--- src/rtl/ball_bounce_multi_if.sv ---
// Video-side bundle for ball_bounce_multi: beam position/timing in, colour and bounce pulses out.
interface ball_bounce_multi_if #(
  parameter int COORD_W   = 9,
  parameter int NUM_BALLS = 2
);
  logic                 display_on;
  logic [COORD_W-1:0]   hpos;
  logic [COORD_W-1:0]   vpos;
  logic                 vsync;
  logic [2:0]           rgb;
  logic [NUM_BALLS-1:0] bounce;

  modport master (output display_on, hpos, vpos, vsync, input rgb, bounce);
  modport slave  (input display_on, hpos, vpos, vsync, output rgb, bounce);
endinterface

--- src/rtl/ball_bounce_multi.sv ---
// NUM_BALLS square balls bouncing off the screen edges, rendered as registered 3-bit RGB.
// Optional macro BALL_OVERLAP_EN: balls that touched on screen reverse horizontally on the next frame.
module ball_bounce_multi #(
  parameter int NUM_BALLS = 2,
  parameter int BALL_SIZE = 20,
  parameter int H_MAX     = 256,
  parameter int V_MAX     = 240,
  parameter int COORD_W   = 9,
  parameter int SPEED     = 2
) (
  input  logic                clk,
  input  logic                reset,
  input  logic                pause,
  ball_bounce_multi_if.slave  vid
);

  localparam int CW1 = COORD_W + 1;
  localparam logic [COORD_W:0]   X_LIM = CW1'(H_MAX - BALL_SIZE);
  localparam logic [COORD_W:0]   Y_LIM = CW1'(V_MAX - BALL_SIZE);
  localparam logic [COORD_W:0]   STEP  = CW1'(SPEED);
  localparam logic [COORD_W-1:0] SIZE  = COORD_W'(BALL_SIZE);

  logic [COORD_W-1:0]   x     [NUM_BALLS];
  logic [COORD_W-1:0]   y     [NUM_BALLS];
  logic [COORD_W-1:0]   x_nxt [NUM_BALLS];
  logic [COORD_W-1:0]   y_nxt [NUM_BALLS];
  logic [NUM_BALLS-1:0] vx_neg, vy_neg, hb, vb, hit, ovl_flip;
  logic                 vsync_q, rise, tick;
  logic [2:0]           colour, rgb_q;
  logic [NUM_BALLS-1:0] bounce_q;

  // Returns {wall_hit, next_pos}. Landing exactly on either edge counts as a hit.
  function automatic logic [COORD_W:0] advance(input logic [COORD_W-1:0] p,
                                               input logic neg,
                                               input logic [COORD_W:0] lim);
    logic [COORD_W:0] sum;
    sum = {1'b0, p} + STEP;
    if (!neg) begin
      if (sum >= lim) return {1'b1, lim[COORD_W-1:0]};
      return {1'b0, sum[COORD_W-1:0]};
    end
    if ({1'b0, p} <= STEP) return {1'b1, {COORD_W{1'b0}}};
    return {1'b0, p - STEP[COORD_W-1:0]};
  endfunction

  assign rise = vid.vsync & ~vsync_q;
  assign tick = rise & ~pause;

  for (genvar g = 0; g < NUM_BALLS; g++) begin : g_ball
    logic [COORD_W-1:0] dh, dv;
    assign dh     = vid.hpos - x[g];
    assign dv     = vid.vpos - y[g];
    assign hit[g] = (dh < SIZE) && (dv < SIZE);
    assign {hb[g], x_nxt[g]} = advance(x[g], vx_neg[g], X_LIM);
    assign {vb[g], y_nxt[g]} = advance(y[g], vy_neg[g], Y_LIM);
  end

  always_comb begin
    colour = 3'b000;
    for (int i = NUM_BALLS - 1; i >= 0; i--)
      if (hit[i]) colour = 3'(i + 1);
  end

`ifdef BALL_OVERLAP_EN
  logic [NUM_BALLS-1:0] ovl;
  logic                 multi;
  assign multi = (hit & (hit - NUM_BALLS'(1))) != '0;

  // Cleared by every vsync rise, paused or not, so a flag only lives for one frame.
  always_ff @(posedge clk) begin
    if (!reset)                         ovl <= '0;
    else if (rise)                      ovl <= '0;
    else if (vid.display_on && multi)   ovl <= ovl | hit;
  end
  assign ovl_flip = ovl;
`else
  assign ovl_flip = '0;
`endif

  always_ff @(posedge clk) begin
    if (!reset) begin
      vsync_q  <= 1'b0;
      rgb_q    <= 3'b000;
      bounce_q <= '0;
      for (int i = 0; i < NUM_BALLS; i++) begin
        x[i]      <= COORD_W'(16 + 40 * i);
        y[i]      <= COORD_W'(16 + 32 * i);
        vx_neg[i] <= 1'((i % 2) == 1);
        vy_neg[i] <= 1'b0;
      end
    end else begin
      vsync_q  <= vid.vsync;
      rgb_q    <= vid.display_on ? colour : 3'b000;
      bounce_q <= tick ? (hb | vb) : '0;
      if (tick) begin
        for (int i = 0; i < NUM_BALLS; i++) begin
          x[i]      <= x_nxt[i];
          y[i]      <= y_nxt[i];
          vx_neg[i] <= vx_neg[i] ^ (hb[i] | ovl_flip[i]);
          vy_neg[i] <= vy_neg[i] ^ vb[i];
        end
      end
    end
  end

  assign vid.rgb    = rgb_q;
  assign vid.bounce = bounce_q;

endmodule
--- src/flat_wrapper.sv ---
// flat-port wrapper written by rule: the top's interface ports become plain ports
module ball_bounce_multi_flat 
#(
  parameter int NUM_BALLS = 2,
  parameter int BALL_SIZE = 20,
  parameter int H_MAX     = 256,
  parameter int V_MAX     = 240,
  parameter int COORD_W   = 9,
  parameter int SPEED     = 2
)
  (clk, reset, pause, vid_display_on, vid_hpos, vid_vpos, vid_vsync, vid_rgb, vid_bounce);
  ball_bounce_multi_if #(.COORD_W(COORD_W), .NUM_BALLS(NUM_BALLS)) vid_i ();
  input  logic clk;
  input  logic reset;
  input  logic pause;
  input wire logic [$bits(vid_i.display_on)-1:0] vid_display_on;
  input wire logic [$bits(vid_i.hpos)-1:0] vid_hpos;
  input wire logic [$bits(vid_i.vpos)-1:0] vid_vpos;
  input wire logic [$bits(vid_i.vsync)-1:0] vid_vsync;
  output wire logic [$bits(vid_i.rgb)-1:0] vid_rgb;
  output wire logic [$bits(vid_i.bounce)-1:0] vid_bounce;
  assign vid_i.display_on = vid_display_on;
  assign vid_i.hpos = vid_hpos;
  assign vid_i.vpos = vid_vpos;
  assign vid_i.vsync = vid_vsync;
  assign vid_rgb = vid_i.rgb;
  assign vid_bounce = vid_i.bounce;
  ball_bounce_multi #(.NUM_BALLS(NUM_BALLS), .BALL_SIZE(BALL_SIZE), .H_MAX(H_MAX), .V_MAX(V_MAX), .COORD_W(COORD_W), .SPEED(SPEED)) u_core (.clk(clk), .reset(reset), .pause(pause), .vid(vid_i));
endmodule
--- config.mk ---
export PLATFORM = sky130hd
export DESIGN_NAME = ball_bounce_multi_flat
export DESIGN_NICKNAME = d
export VERILOG_FILES = /design/src/rtl/ball_bounce_multi_if.sv /design/src/rtl/ball_bounce_multi.sv /design/src/flat_wrapper.sv
export SDC_FILE = /design/constraint.sdc
export NUM_CORES = 1
export LEC_CHECK = 0
export ABC_AREA = 0
export CORE_ASPECT_RATIO = 1.4
export CORE_UTILIZATION = 56
export CTS_CLUSTER_SIZE = 28
export DETAILED_ROUTE_END_ITERATION = 10
export HOLD_SLACK_MARGIN = 0.02
export PLACE_DENSITY = 0.87
export SYNTH_ARGS = -nofsm -noshare
export SYNTH_HDL_FRONTEND = slang
export SYNTH_SLANG_ARGS = --single-unit
--- constraint.sdc ---
create_clock -name clk -period 2.9 [get_ports clk]
set_input_delay 0.725 -clock clk [delete_from_list [all_inputs] [get_ports clk]]
set_output_delay 0.725 -clock clk [all_outputs]
set_load 0.02 [all_outputs]
==> results of run 1 <==
logic make-up after synthesis:
logic type | count (synthesis) | share of synthesized area (%)
AND/OR/NAND/NOR | 178 | 22.6
adder cells (fa/ha/maj) | 40 | 11.7
AO/OA/AOI/OAI | 139 | 22.7
XOR/XNOR | 43 | 8.77
flip-flops | 41 | 26.6
multiplexers | 6 | 1.51
other | 1 | 0.0873
buffers and inverters | 62 | 6.18
tightest hold or removal path: stages (launching register included):
cell and delay (ps):
dfxtp_1 420, nand3_1 110, o211a_1 130
layout make-up:
cell class	count	area, µm²	share of cell area (%)
clock buffers	5	68.8	1.43
clock inverters	3	65.1	1.35
inverters	38	143	2.96
multi-input cells	407	2890	60.0
flip-flops and latches	41	1140	23.7
well taps	97	121	2.52
repair buffers	42	388	8.05
power by group through the flow:
stage                     Clock, µW  Combinational (µW)  Sequential, µW
after floorplan                   0                 358             697
after global placement            0                 440             727
after detailed placement          0                 462             730
after CTS                       558                 468             716
after global routing            577                 524             724
final                           556                 474             719
final timing paths:
| check | end | depth (start not counted) |
|---|---|---|
| setup / recovery | u_core.vid.rgb[0] | 7 |
| setup reg to reg | u_core.y[0][10] | 7 |
| hold reg to reg | u_core.vy_neg[0] | 2 |
| hold / removal | u_core.vy_neg[0] | 2 |
state kept, by name, summed over array words and instances, names as in the netlist:
| signal | cells |
|---|---|
| u_core.vsync_q | 1 |
| u_core.y | 16 |
| u_core.vy_neg | 2 |
| u_core.x | 16 |
| u_core.vid.rgb | 2 |
| u_core.vid.bounce | 2 |
| u_core.vx_neg | 2 |
through the flow:
| stage | std cells | utilization [%] |
|---|---|---|
| CTS | 633 | 65.0 |
| finish | 633 | 65.0 |
| global route | 633 | 65.0 |
| global placement | 625 | 63.2 |
| floorplan | 510 | - |
| detailed placement | 625 | 63.2 |
layer usage:
layer	vias up	wire length, µm	share of wire (%)	GRT usage, %
li1	1957	-	-	-
met1	1902	4410	42	32.2
met2	135	5390	51	49.1
met3	22	503	4.8	2.77
met4	0	267	2.5	12.0
met5	-	0	0	0
layout by cell type, fill, tap and decap left out, types with 17 or more instances in the layout:
cell	Yosys	final
nor2_1	33	33
inv_1	38	38
edfxtp_1	32	32
xnor2_1	30	30
a21oi_1	40	40
o21ai_0	26	26
ha_1	40	40
nand3_1	21	21
clkdlybuf4s50_1	0	24
nor3_1	30	30
buf_4	3	17
nand2_1	29	29
==> summary.md, run 1 <==
| Metric | Value |
|---|---|
| Mean routed wirelength per cell | `16.7 µm` |
| Layout cells sized above 1 | `under 10%` |
| Crit-path cells | `clkdlybuf4s50_1 -> ha_1 -> o21ai_0 -> a21oi_1 -> or4_1 -> a2111oi_1 -> and3_1` |
| Antenna cells | `0` |
| Clock skew | `between 2 and 2.5 ps` |
| Starting DRT DRC Count | `316` |
| RSZ-0062 raised after global routing | `no` |
| Part of the Yosys area used for sequential elements | `26.6%` |
| Worst Hold Class | `register to register` |
| GRT overflow | `0` |
| Dpl ws | `-93.1 ps` |
| Startpoint types | `primary input` |
| # rows | `37` |
| Status | `complete, no violations` |
| Hold Crit Start | `u_core.vy_neg[0]` |
| Final Hold Vio Count | `0` |
| Post-Syn Area | `around 0.0043 mm²` |
| Number of I/O port buffers | `24` |
| Reg power frac | `between 40% and 50%` |
| Largest net degree at the start of global routing | `28` |
| Setup violators final | `0` |
| First-pass GRT wire length | `approximately 17 mm` |
| Max IR drop VDD | `between 0.3 and 0.4 mV` |
| Synth area leader | `edfxtp_1` |
| CP arrival | `between 2000 and 3000 ps` |
| Top FF cell, synth | `edfxtp_1` |
| Comb pwr share | `roughly 27%` |
| P_int | `about 1200 µW` |
| # IOs | `28` |
| Slowest cell delay on critical path | `a little over 500 ps` |
| Total negative slack | `0 ps` |
| H-Tree Depth | `2` |
| MaxCap Viol Count | `0` |
| Initial antenna violation count | `0` |
| Synthesized instance count | `a little over 500` |
| Via count | `around 4k` |
| Critical path capture point type | `register` |
| First-pass iteration count of the detailed router | `6` |
| Die height | `approximately 110 µm` |
| Nets | `around 600` |
| Required time of the critical path | `between 3000 and 4000 ps` |
| Synth top area cells | `edfxtp_1 22%, ha_1 12%, xnor2_1 6.1%, a21oi_1 4.7%, dfxtp_1 4.2%` |
| Maximum clock frequency | `around 0.37 GHz` |
| Static Leak | `about 0.0019 µW` |
| Clock share of power | `31.8%` |
| Net count after synthesis | `between 500 and 600` |
| Crit-path slowest cell | `or4_1` |
| Cts repair resizes | `0` |
| YS warnings | `0` |
| Post-synth top area share | `between 20% and 30%` |
| Pwr dens | `roughly 360 mW/mm²` |
| Sw Ratio | `30.2%` |
| GRT Util Overall | `between 20% and 30%` |
| Total power | `1750 µW` |
| Vias per inst | `about 6.3` |
| Min Hold Slack | `689 ps` |
| Filler cells | `594` |
| Crit path launch | `vid_hpos[1]` |
| Total Wirelength | `approximately 11 mm` |
| Post-synth top cells | `40 x a21oi_1, 40 x ha_1, 38 x inv_1` |
| CTS tree | `built` |
| Antenna Violating Nets Remaining | `0` |
| Clock sink total | `41` |
| Worst path bufs/invs | `1` |
| Crit Path Category | `primary input to register` |
| Area grow syn2layout | `12.1%` |
| Die Span X | `76.0 µm` |
| Clock tree root buffer cell | `clkbuf_8` |
| Die Footprint | `around 0.008 mm²` |
| Hold buffers post-CTS | `0` |
| Reg2reg setup slack | `approximately 360 ps` |
| #FFs+latches synth | `just over 40` |
| Core box area | `between 0.007 and 0.008 mm²` |
| Post CTS Setup Buffer Count | `0` |
| Mean Syn Cell Area | `about 8.4 µm²` |
| Tcrit/Tclk final | `a little over nine tenths` |
| Number of flops mapped to enable cells by yosys | `32` |
| Post-synth cell types | `77` |
| NetSw | `529 µW` |
| CTS Buf Count | `5` |
| Fin crit period | `~2700 ps` |
| Final instance area | `0.00482 mm²` |
| Top Family by Delay on Critical Path | `compound AO/OA/AOI/OAI gates` |
| Ys async rst share | `0%` |
| Placer congestion estimate | `0.920` |
| Detailed Place HPWL | `approximately 8.1 mm` |
| DRC errors left | `0` |
| R2R Path Start | `u_core.y[0][10]` |
| Placed cell area | `roughly 0.0047 mm²` |
| Initial core utilization | `58.0%` |
| Worst-path maximum fanout | `3` |
| Clock slew at reported path FFs | `~80 ps` |
| Vias in the first global route | `3772` |
| CTS Buffer Depth | `2` |
| Final Max Tran Viols | `0` |
| Final setup margin | `roughly 180 ps` |
| Clk_lat worst skew | `310 ps` |
Power figures use the tool's default switching activity.
==> run 2: changes to the inputs <==
- PLACE_DENSITY: 0.87 -> 0.76
- SLEW_MARGIN: default -> 20
==> run 2 against run 1 <==
Wire length shrank 2.9%. Combinational power about the same. Worst setup slack better by 48 ps. Register-to-register slack improved by 60 ps. Design area decreased by 0.23%.
==> summary.md, run 2 (synthesis gave the netlist of run 1 again) <==
| Metric | Value |
|---|---|
| Vias in the first global route | `3778 (was 3772)` |
| Most frequent cells in the layout | `40 x a21oi_1, 40 x ha_1, 38 x inv_1 (unchanged)` |
| CTS Buffer Depth | `2 (unchanged)` |
| # IOs | `28 (unchanged)` |
| Critical path capture point type | `register (unchanged)` |
| Status | `complete, no violations (unchanged)` |
| Reg2reg setup slack | `420 ps (was 360 ps)` |
| Largest net degree at the start of global routing | `17 (was 28)` |
| Filler cells | `637 (was 594)` |
| Final Hold Vio Count | `0 (unchanged)` |
| Post CTS Setup Buffer Count | `0 (unchanged)` |
| Met2 Routed Length | `5.12 mm (was 5.39 mm)` |
| Worst Hold Class | `register to register (unchanged)` |
| CP arrival | `2870 ps (was 2970 ps)` |
| Pwr dens | `343 mW/mm² (was 363 mW/mm²)` |
| Tcrit/Tclk final | `92.0% (was 93.6%)` |
| Hold buffers post-CTS | `0 (unchanged)` |
| First-pass GRT wire length | `17.3 mm (was 17.5 mm)` |
| Vias per inst | `6.20 (was 6.34)` |
| CTS tree | `built (unchanged)` |
| MaxCap Viol Count | `0 (unchanged)` |
| Fin crit period | `2670 ps (was 2720 ps)` |
| Worst relative slew slack | `between 60% and 70%` |
| Max IR drop VDD | `0.226 mV (was 0.357 mV)` |
| GRT Util Overall | `26.5% (was 27.1%)` |
| Worst reg2reg endpoint | `u_core.x[0][10] (was u_core.y[0][10])` |
| CTS Buf Count | `5 (unchanged)` |
| Layout cells sized above 1 | `9.65% (was 9.14%)` |
| Die Span X | `76.0 µm (unchanged)` |
| Maximum clock frequency | `0.375 GHz (was 0.368 GHz)` |
| Required time of the critical path | `3100 ps (was 3160 ps)` |
| Die height | `106 µm (unchanged)` |
| Largest regs | `u_core.x: 16 flops, u_core.y: 16 flops (unchanged)` |
| Clock slew at reported path FFs | `80 ps (about the same)` |
| Min Hold Slack | `687 ps (was 689 ps)` |
| Reg2Reg Depth | `7 (unchanged)` |
| Final Max Tran Viols | `0 (unchanged)` |
| H-Tree Depth | `2 (unchanged)` |
| Static Leak | `0.00192 µW (about the same)` |
| GRT overflow | `0 (unchanged)` |
| Number of I/O port buffers | `24 (unchanged)` |
| Startpoint types | `primary input (unchanged)` |
| Cts repair resizes | `0 (unchanged)` |
| Initial core utilization | `58.0% (unchanged)` |
| Worst-path maximum fanout | `2 (was 3)` |
| R2R Path Start | `u_core.x[0][10] (was u_core.y[0][10])` |
| Total power | `1650 µW (was 1750 µW)` |
| DRC errors left | `0 (unchanged)` |
| Via count | `3944 (was 4016)` |
| Hold endpoint | `u_core.vy_neg[0] (unchanged)` |
| # rows | `37 (unchanged)` |
| Nets | `601 (was 598)` |
| Setup violators final | `0 (unchanged)` |
| First-pass iteration count of the detailed router | `5 (was 6)` |
| Antenna cells | `0 (unchanged)` |
| Core box area | `0.00741 mm² (unchanged)` |
| Max layer used | `met4 (unchanged)` |
| Starting DRT DRC Count | `310 (was 316)` |
| Worst Hold Path Cells | `2 (unchanged)` |
| Placer congestion estimate | `0.941 (was 0.920)` |
| Die Footprint | `0.00803 mm² (unchanged)` |
| Slew @ Worst Pin | `519 ps` |
| Antenna Violating Nets Remaining | `0 (unchanged)` |
| Total Wirelength | `10.3 mm (was 10.6 mm)` |
| RSZ-0062 raised after global routing | `no (unchanged)` |
| Clock sink total | `41 (unchanged)` |
| Hold Crit Start | `u_core.vy_neg[0] (unchanged)` |
| Initial antenna violation count | `0 (unchanged)` |
| Clk_lat worst skew | `290 ps (was 310 ps)` |
| Clock skew | `7.47 ps (was 2.05 ps)` |
| Area grow syn2layout | `11.9% (was 12.1%)` |
| M1 wire length | `4.51 mm (was 4.41 mm)` |
| Mean routed wirelength per cell | `16.1 µm (was 16.7 µm)` |
| Clock tree root buffer cell | `clkbuf_8 (unchanged)` |
| Detailed Place HPWL | `7.94 mm (was 8.06 mm)` |
| WL met3 | `456 µm (was 503 µm)` |
| Crit Path Category | `primary input to register (unchanged)` |
==> run 2: final cells by class <==
cell class,instances,area (µm²),area share (%)
Inverter,38,143,2.97
Sequential cell,41,1140,23.7
Multi-Input combinational cell,407,2890,60.2
Timing Repair Buffer,45,398,8.28
Tap cell,97,121,2.53
Clock buffer,6,72.6,1.51
Clock inverter,2,35.0,0.729
==> run 2: power by group <==
group / total [µW] / internal, µW / switching, µW
Clock: 459 / 256 / 203
Combinational: 473 / 216 / 258
Sequential: 717 / 663 / 54.7
==> run 2: layer usage <==
metal  GRT usage [%]  vias up
met1            33.4     1843
met5               0        -
met3            2.42       17
met4            9.20        0
met2            47.0      127
li1                -     1957
==> run 2: worst max-delay path: stages <==
cell and delay, ps:
clkdlybuf4s50_1 430, buf_4 150, ha_1 200, or3_1 390
o221a_2 300, o41ai_2 290, nand4b_1 130, nor4_1 270
==> run 2: how the worst max path moves through the flow <==
stage / end / cells after the start / start
final: u_core.vid.rgb[1] / 8 / vid_hpos[3]
after floorplan: u_core.vid.rgb[0] / 6 / vid_hpos[3]
after CTS: u_core.vid.rgb[0] / 7 / vid_hpos[1]
after global routing: u_core.vid.rgb[0] / 7 / vid_hpos[3]
after global placement: u_core.vid.rgb[0] / 7 / vid_hpos[3]
after detailed placement: u_core.vid.rgb[0] / 7 / vid_hpos[1]
==> run 2: per-stage QoR <==
step           cell area (µm²)  setup TNS [ps]  util, %  worst slack, ps  cells
2_1_floorplan             4300               0        -              519    510
3_3_place_gp              4690            -169     63.3            -89.2    628
3_5_place_dp              4690            -248     63.3             -128    628
4_1_cts                   4800               0     64.8              194    636
5_1_grt                   4800               0     64.9              103    636
6_report                  4800               0     64.9              233    636
